===== config.mk =====
export PLATFORM = sky130hd
export DESIGN_NAME = rr_mux4_arbiter_flat
export DESIGN_NICKNAME = d
export VERILOG_FILES = /design/src/rtl/rr_mux4_arbiter_if.sv /design/src/rtl/rr_mux4_arbiter.sv /design/src/flat_wrapper.sv
export SDC_FILE = /design/constraint.sdc
export NUM_CORES = 1
export LEC_CHECK = 0
export BUFFER_PORTS_ARGS = -buffer_cell sky130_fd_sc_hd__buf_2
export CORE_MARGIN = 2
export CORE_UTILIZATION = 30
export DETAILED_ROUTE_END_ITERATION = 8
export GPL_TIMING_DRIVEN = 0
export PLACE_DENSITY = 0.49
export SLEW_MARGIN = 20
export SYNTH_ARGS = -nofsm -noshare
export SYNTH_HDL_FRONTEND = slang
export SYNTH_SLANG_ARGS = --single-unit

===== constraint.sdc =====
create_clock -name clk -period 2.5 [get_ports clk]
set_clock_uncertainty 0.15 [all_clocks]
set_input_delay 0.5 -clock clk [delete_from_list [all_inputs] [get_ports clk]]
set_output_delay 0.5 -clock clk [all_outputs]
set_load 0.005 [all_outputs]

===== src/rtl/rr_mux4_arbiter_if.sv =====
// Request/grant bundle between four requesters and the shared round-robin 4:1 selector.
interface rr_mux4_arbiter_if #(parameter int DW = 1);
   logic [3:0]    req;
   logic [DW-1:0] a, b, c, d;
   logic [3:0]    gnt;
   logic [1:0]    sel;
   logic [DW-1:0] y;
   logic          vld;

   modport master (output req, a, b, c, d, input gnt, sel, y, vld);
   modport slave  (input req, a, b, c, d, output gnt, sel, y, vld);
endinterface


===== src/rtl/rr_mux4_arbiter.sv =====
// Round-robin arbiter with a per-grant hold limit, driving a shared 4:1 data mux.
module rr_mux4_arbiter #(
   parameter int DW       = 1,
   parameter int MAX_HOLD = 4
) (
   input  logic              clk,
   input  logic              rst_n,
   rr_mux4_arbiter_if.slave  bus
);

   typedef enum logic {IDLE, GRANT} state_t;

   localparam logic [3:0] MAX_CNT = 4'(MAX_HOLD);

   state_t     state_q, state_d;
   logic [3:0] gnt_q, gnt_d;
   logic [1:0] sel_q, sel_d;
   logic [1:0] ptr_q, ptr_d;
   logic [3:0] cnt_q, cnt_d;

   logic [3:0] others;
   logic [1:0] owner;
   logic [1:0] win;

   // First set bit of r in the order start, start+1, start+2, start+3 (mod 4).
   function automatic logic [1:0] pick(input logic [3:0] r, input logic [1:0] start);
      logic [1:0] idx;
      pick = start;
      for (int i = 3; i >= 0; i--) begin
         idx = start + 2'(i);
         if (r[idx]) pick = idx;
      end
   endfunction

   always_comb begin
      state_d = state_q;
      gnt_d   = gnt_q;
      sel_d   = sel_q;
      ptr_d   = ptr_q;
      cnt_d   = cnt_q;
      owner   = sel_q;
      others  = bus.req & ~(4'b0001 << owner);
      win     = '0;
      case (state_q)
         IDLE: begin
            if (|bus.req) begin
               win     = pick(bus.req, ptr_q);
               gnt_d   = 4'b0001 << win;
               sel_d   = win;
               cnt_d   = 4'd1;
               state_d = GRANT;
            end
         end
         GRANT: begin
            if (bus.req[owner] && cnt_q < MAX_CNT) begin
               cnt_d = cnt_q + 4'd1;
            end else begin
               ptr_d = owner + 2'd1;
               if (|others) begin
                  win   = pick(others, owner + 2'd1);
                  gnt_d = 4'b0001 << win;
                  sel_d = win;
                  cnt_d = 4'd1;
               end else if (bus.req[owner]) begin
                  // Sole requester at its hold limit: restart its hold window.
                  cnt_d = 4'd1;
               end else begin
                  gnt_d   = 4'b0000;
                  cnt_d   = 4'd0;
                  state_d = IDLE;
               end
            end
         end
         default: state_d = IDLE;
      endcase
   end

   always_ff @(posedge clk or negedge rst_n) begin
      if (!rst_n) begin
         state_q <= IDLE;
         gnt_q   <= '0;
         sel_q   <= '0;
         ptr_q   <= '0;
         cnt_q   <= '0;
      end else begin
         state_q <= state_d;
         gnt_q   <= gnt_d;
         sel_q   <= sel_d;
         ptr_q   <= ptr_d;
         cnt_q   <= cnt_d;
      end
   end

   logic [DW-1:0] y_mux;

   always_comb begin
      case (sel_q)
         2'd0:    y_mux = bus.a;
         2'd1:    y_mux = bus.b;
         2'd2:    y_mux = bus.c;
         default: y_mux = bus.d;
      endcase
   end

   assign bus.gnt = gnt_q;
   assign bus.sel = sel_q;
   assign bus.vld = |gnt_q;
   assign bus.y   = bus.vld ? y_mux : '0;

endmodule


===== src/flat_wrapper.sv =====
// flat-port wrapper written by rule: the top's interface ports become plain ports
module rr_mux4_arbiter_flat 
#(
   parameter int DW       = 1,
   parameter int MAX_HOLD = 4
)
  (clk, rst_n, bus_req, bus_a, bus_b, bus_c, bus_d, bus_gnt, bus_sel, bus_y, bus_vld);
  rr_mux4_arbiter_if #(.DW(DW)) bus_i ();
  input  logic clk;
  input  logic rst_n;
  input wire logic [$bits(bus_i.req)-1:0] bus_req;
  input wire logic [$bits(bus_i.a)-1:0] bus_a;
  input wire logic [$bits(bus_i.b)-1:0] bus_b;
  input wire logic [$bits(bus_i.c)-1:0] bus_c;
  input wire logic [$bits(bus_i.d)-1:0] bus_d;
  output wire logic [$bits(bus_i.gnt)-1:0] bus_gnt;
  output wire logic [$bits(bus_i.sel)-1:0] bus_sel;
  output wire logic [$bits(bus_i.y)-1:0] bus_y;
  output wire logic [$bits(bus_i.vld)-1:0] bus_vld;
  assign bus_i.req = bus_req;
  assign bus_i.a = bus_a;
  assign bus_i.b = bus_b;
  assign bus_i.c = bus_c;
  assign bus_i.d = bus_d;
  assign bus_gnt = bus_i.gnt;
  assign bus_sel = bus_i.sel;
  assign bus_y = bus_i.y;
  assign bus_vld = bus_i.vld;
  rr_mux4_arbiter #(.DW(DW), .MAX_HOLD(MAX_HOLD)) u_core (.clk(clk), .rst_n(rst_n), .bus(bus_i));
endmodule

==> results by group <==
Status
  • Status: complete, but fails checks
  • Violated checks: negative hold slack

Routing
  • Final wirelength: between 2000 and 3000 um
  • DR WL/cell: approximately 14 um
  • Drt drc: 0
  • Vias per Instance: around 5.2
  • DRT iter0 DRCs: 29
  • Via count: 1,009
  • 1st-pass router iterations: 4
  • Detail Route Antenna Nets: 0

Timing
  • RSZ-0062 raised after global routing: false
  • Actual slew at the worst max-slew pin: about 0.59 ns
  • Final Critical Period: 2.389 ns
  • Achievable frequency: between 0.4 and 0.5 GHz
  • Crit share post-route: between 90% and 100%
  • Slew margin rel.: between 60% and 70%
  • WHS: -0.009788 ns
  • Final setup vio count: 0
  • Pins over their slew limit: 0
  • Final Hold Viols: 13

Floorplanning
  • Die H: around 66 um
  • Starting Density: 31.20%
  • Rows: 22
  • Die ar.: 4317 sq um
  • Core Region: 3661 sq um
  • Ports: 18
  • Chip width: 65.71 um

Clock tree
  • Post-CTS Hold Fix Bufs: 0
  • Worst-Skew Late Latency: 0.24 ns
  • CTS Root Cell: clkbuf_8
  • Clock slew at reported path FFs: 0.06 ns
  • Max clock buf depth: 2
  • TritonCTS clock tree: yes
  • Clock H-tree levels: 1
  • Clock tree sinks: 13
  • CTS Buf Count: 3

Pwr
  • Leak: between 0.6 and 0.7 nW
  • Worst vdd ir: between 0.5 and 0.6 mV
  • Power Total: 1.803 mW
  • PD cells: between 1000 and 1500 nW/um^2

Worst setup path
  • Crit path launch type: flip-flop
  • WS Path Type: flip-flop to output pin
  • Reg2Reg Depth: 8
  • Data required, critical path: ~1.9 ns
  • Reg-to-reg endpoint: u_core.bus.gnt[3]
  • Kind of end point of the critical path: output pin
  • Worst R2R Start: u_core.bus.sel[0]
  • R2r setup slk: between 0.1 and 0.15 ns
  • Data arrival, critical path: approximately 1.7 ns
  • CP Max Fanout: 5

Synth
  • Post-synth EDFFs: 0
  • Synth unique cells: 47
  • Netlist Area Pre-Place: roughly 1100 sq um
  • Synth Register Bits: 13
  • Gate Count Post-Synth: about 120
  • Ys flop type: dfrtp_1
  • Ys async rst share: between 90% and 100%
  • Register area share after synthesis: roughly 28%
  • Yosys warns: 0
  • Avg Inst Size Synth: roughly 9.4 sq um
  • Synthesized net count: about 140

Layout
  • Final Core Density: between 30% and 40%
  • Nets: 161
  • Area Overhead vs Synth: 22.02%
  • Fraction of layout cells with a size suffix above 1: 31.03%
  • Diode count: 0
  • Most frequent cells in the layout: buf_2, dfrtp_1, nand2_1, inv_1, mux2i_1
  • Filler instances: 375
  • Commonest non-fill, non-tap cell in the layout: buf_2

Global routing
  • Congestion Overflow GR: 0
  • Met3 usage: slightly above 2%
  • Initial antenna violation count: 0
  • Largest net degree at the start of global routing: 14
  • Vias in the first global route: ~960
  • GRT met2 Usage: between 20% and 30%
  • First-pass GRT wire length: approximately 4500 um
  • Total track usage: 13.63%
  • Gr busiest metal: met2
  • GR Util met1: 17.43%

Placement
  • Port-buffer cells: 14
  • GPL Wtd Cong: 0.8334
  • HPWL after detailed placement: around 2100 um

Min path
  • Worst hold path type: input pin to async pin

Flow run
  • Max Cap Viol: 0
## worst max-delay path by stage
stage / startpoint / end / depth (start not counted)
4_1_cts: u_core.bus.sel[0] / u_core.bus.gnt[2] / 8
2_1_floorplan: u_core.bus.sel[0] / u_core.bus.gnt[3] / 8
3_5_place_dp: u_core.bus.sel[0] / u_core.bus.gnt[2] / 8
3_3_place_gp: u_core.bus.sel[0] / u_core.bus.gnt[2] / 8
5_1_grt: u_core.bus.sel[0] / u_core.bus.gnt[2] / 7
6_report: u_core.bus.sel[0] / bus_y / 6
## cell families after synthesis
kind of cell               after synthesis  synth area share [%]
AOI/OAI and AO/OA                       36                 25.96
adders and majority gates                5                 5.476
buffers and inverters                   15                 7.120
DFF                                     13                 28.48
muxes                                    9                 9.091
and+or+nand+nor                         44                 23.88
## worst max-delay path, stage by stage (launching register included)
cell,delay [ns]
dfrtp_2,0.42
buf_4,0.16
ha_2,0.21
a222oi_1,0.31
o21ai_1,0.12
and2_1,0.16
buf_2,0.12
## per-layer routing
layer	share of wire, %	wire, um
met3	2.1	57
met1	47	1296
met2	48	1311
met4	2.6	70
met5	0	0
## metrics by stage
step / worst slack [ns] / instances / TNS (ns) / hold slack [ns] / cell area, sq um
CTS: 0.01431 / 189 / 0 / 0.00008565 / 1340
finish: 0.1110 / 193 / 0 / -0.009788 / 1394
floorplan: 0.09364 / 122 / 0 / 0.05441 / 1144
global route: 0.01015 / 193 / 0 / 0.002065 / 1394
detailed placement: -0.2410 / 184 / -0.9081 / 0.2604 / 1274
global placement: -0.2557 / 184 / -0.9457 / 0.2487 / 1274
## registers in the layout, summed over array words and instances, names as in the netlist
signal,cells
u_core.cnt_q,4
u_core.bus.gnt,4
u_core.bus.sel,2
u_core.state_q,1
u_core.ptr_q,2
## cells in the mapped netlist, types with 4 or more instances
| cell | instances | share of area [%] |
|---|---|---|
| nand2_1 | 10 | 3.3 |
| dfrtp_1 | 13 | 28 |
| and2_1 | 4 | 2.2 |
| o221ai_1 | 5 | 3.8 |
| mux2i_1 | 7 | 6.1 |
| inv_1 | 8 | 2.6 |
| ha_1 | 5 | 5.5 |
| nor2_1 | 5 | 1.6 |
| nand3_1 | 5 | 2.2 |
## power breakdown
group          internal, mW  switching (mW)  leakage, nW
clock network         0.112          0.0738       0.0228
logic                 0.599           0.653        0.428
registers             0.300          0.0655        0.158
## area by class of cell
cell class                      instances  area (sq um)  share of cell area [%]
Buffer                                  7         65.06                   4.668
Tap cell                               48         60.06                   4.309
Sequential cell                        13         327.8                   23.52
Timing Repair Buffer                   19         107.6                   7.720
Clock buffer                            4         45.04                   3.232
Multi-Input combinational cell         94         758.2                   54.40
Inverter                                8         30.03                   2.154
## timing repair
item	4_1_cts	5_1_grt
pin swaps	0	2
gates resized for setup	6	7
gates cloned	0	0
endpoints found under the setup margin	7	8
buffers inserted	1	4
No activity file was read; power rests on OpenSTA's default activity.
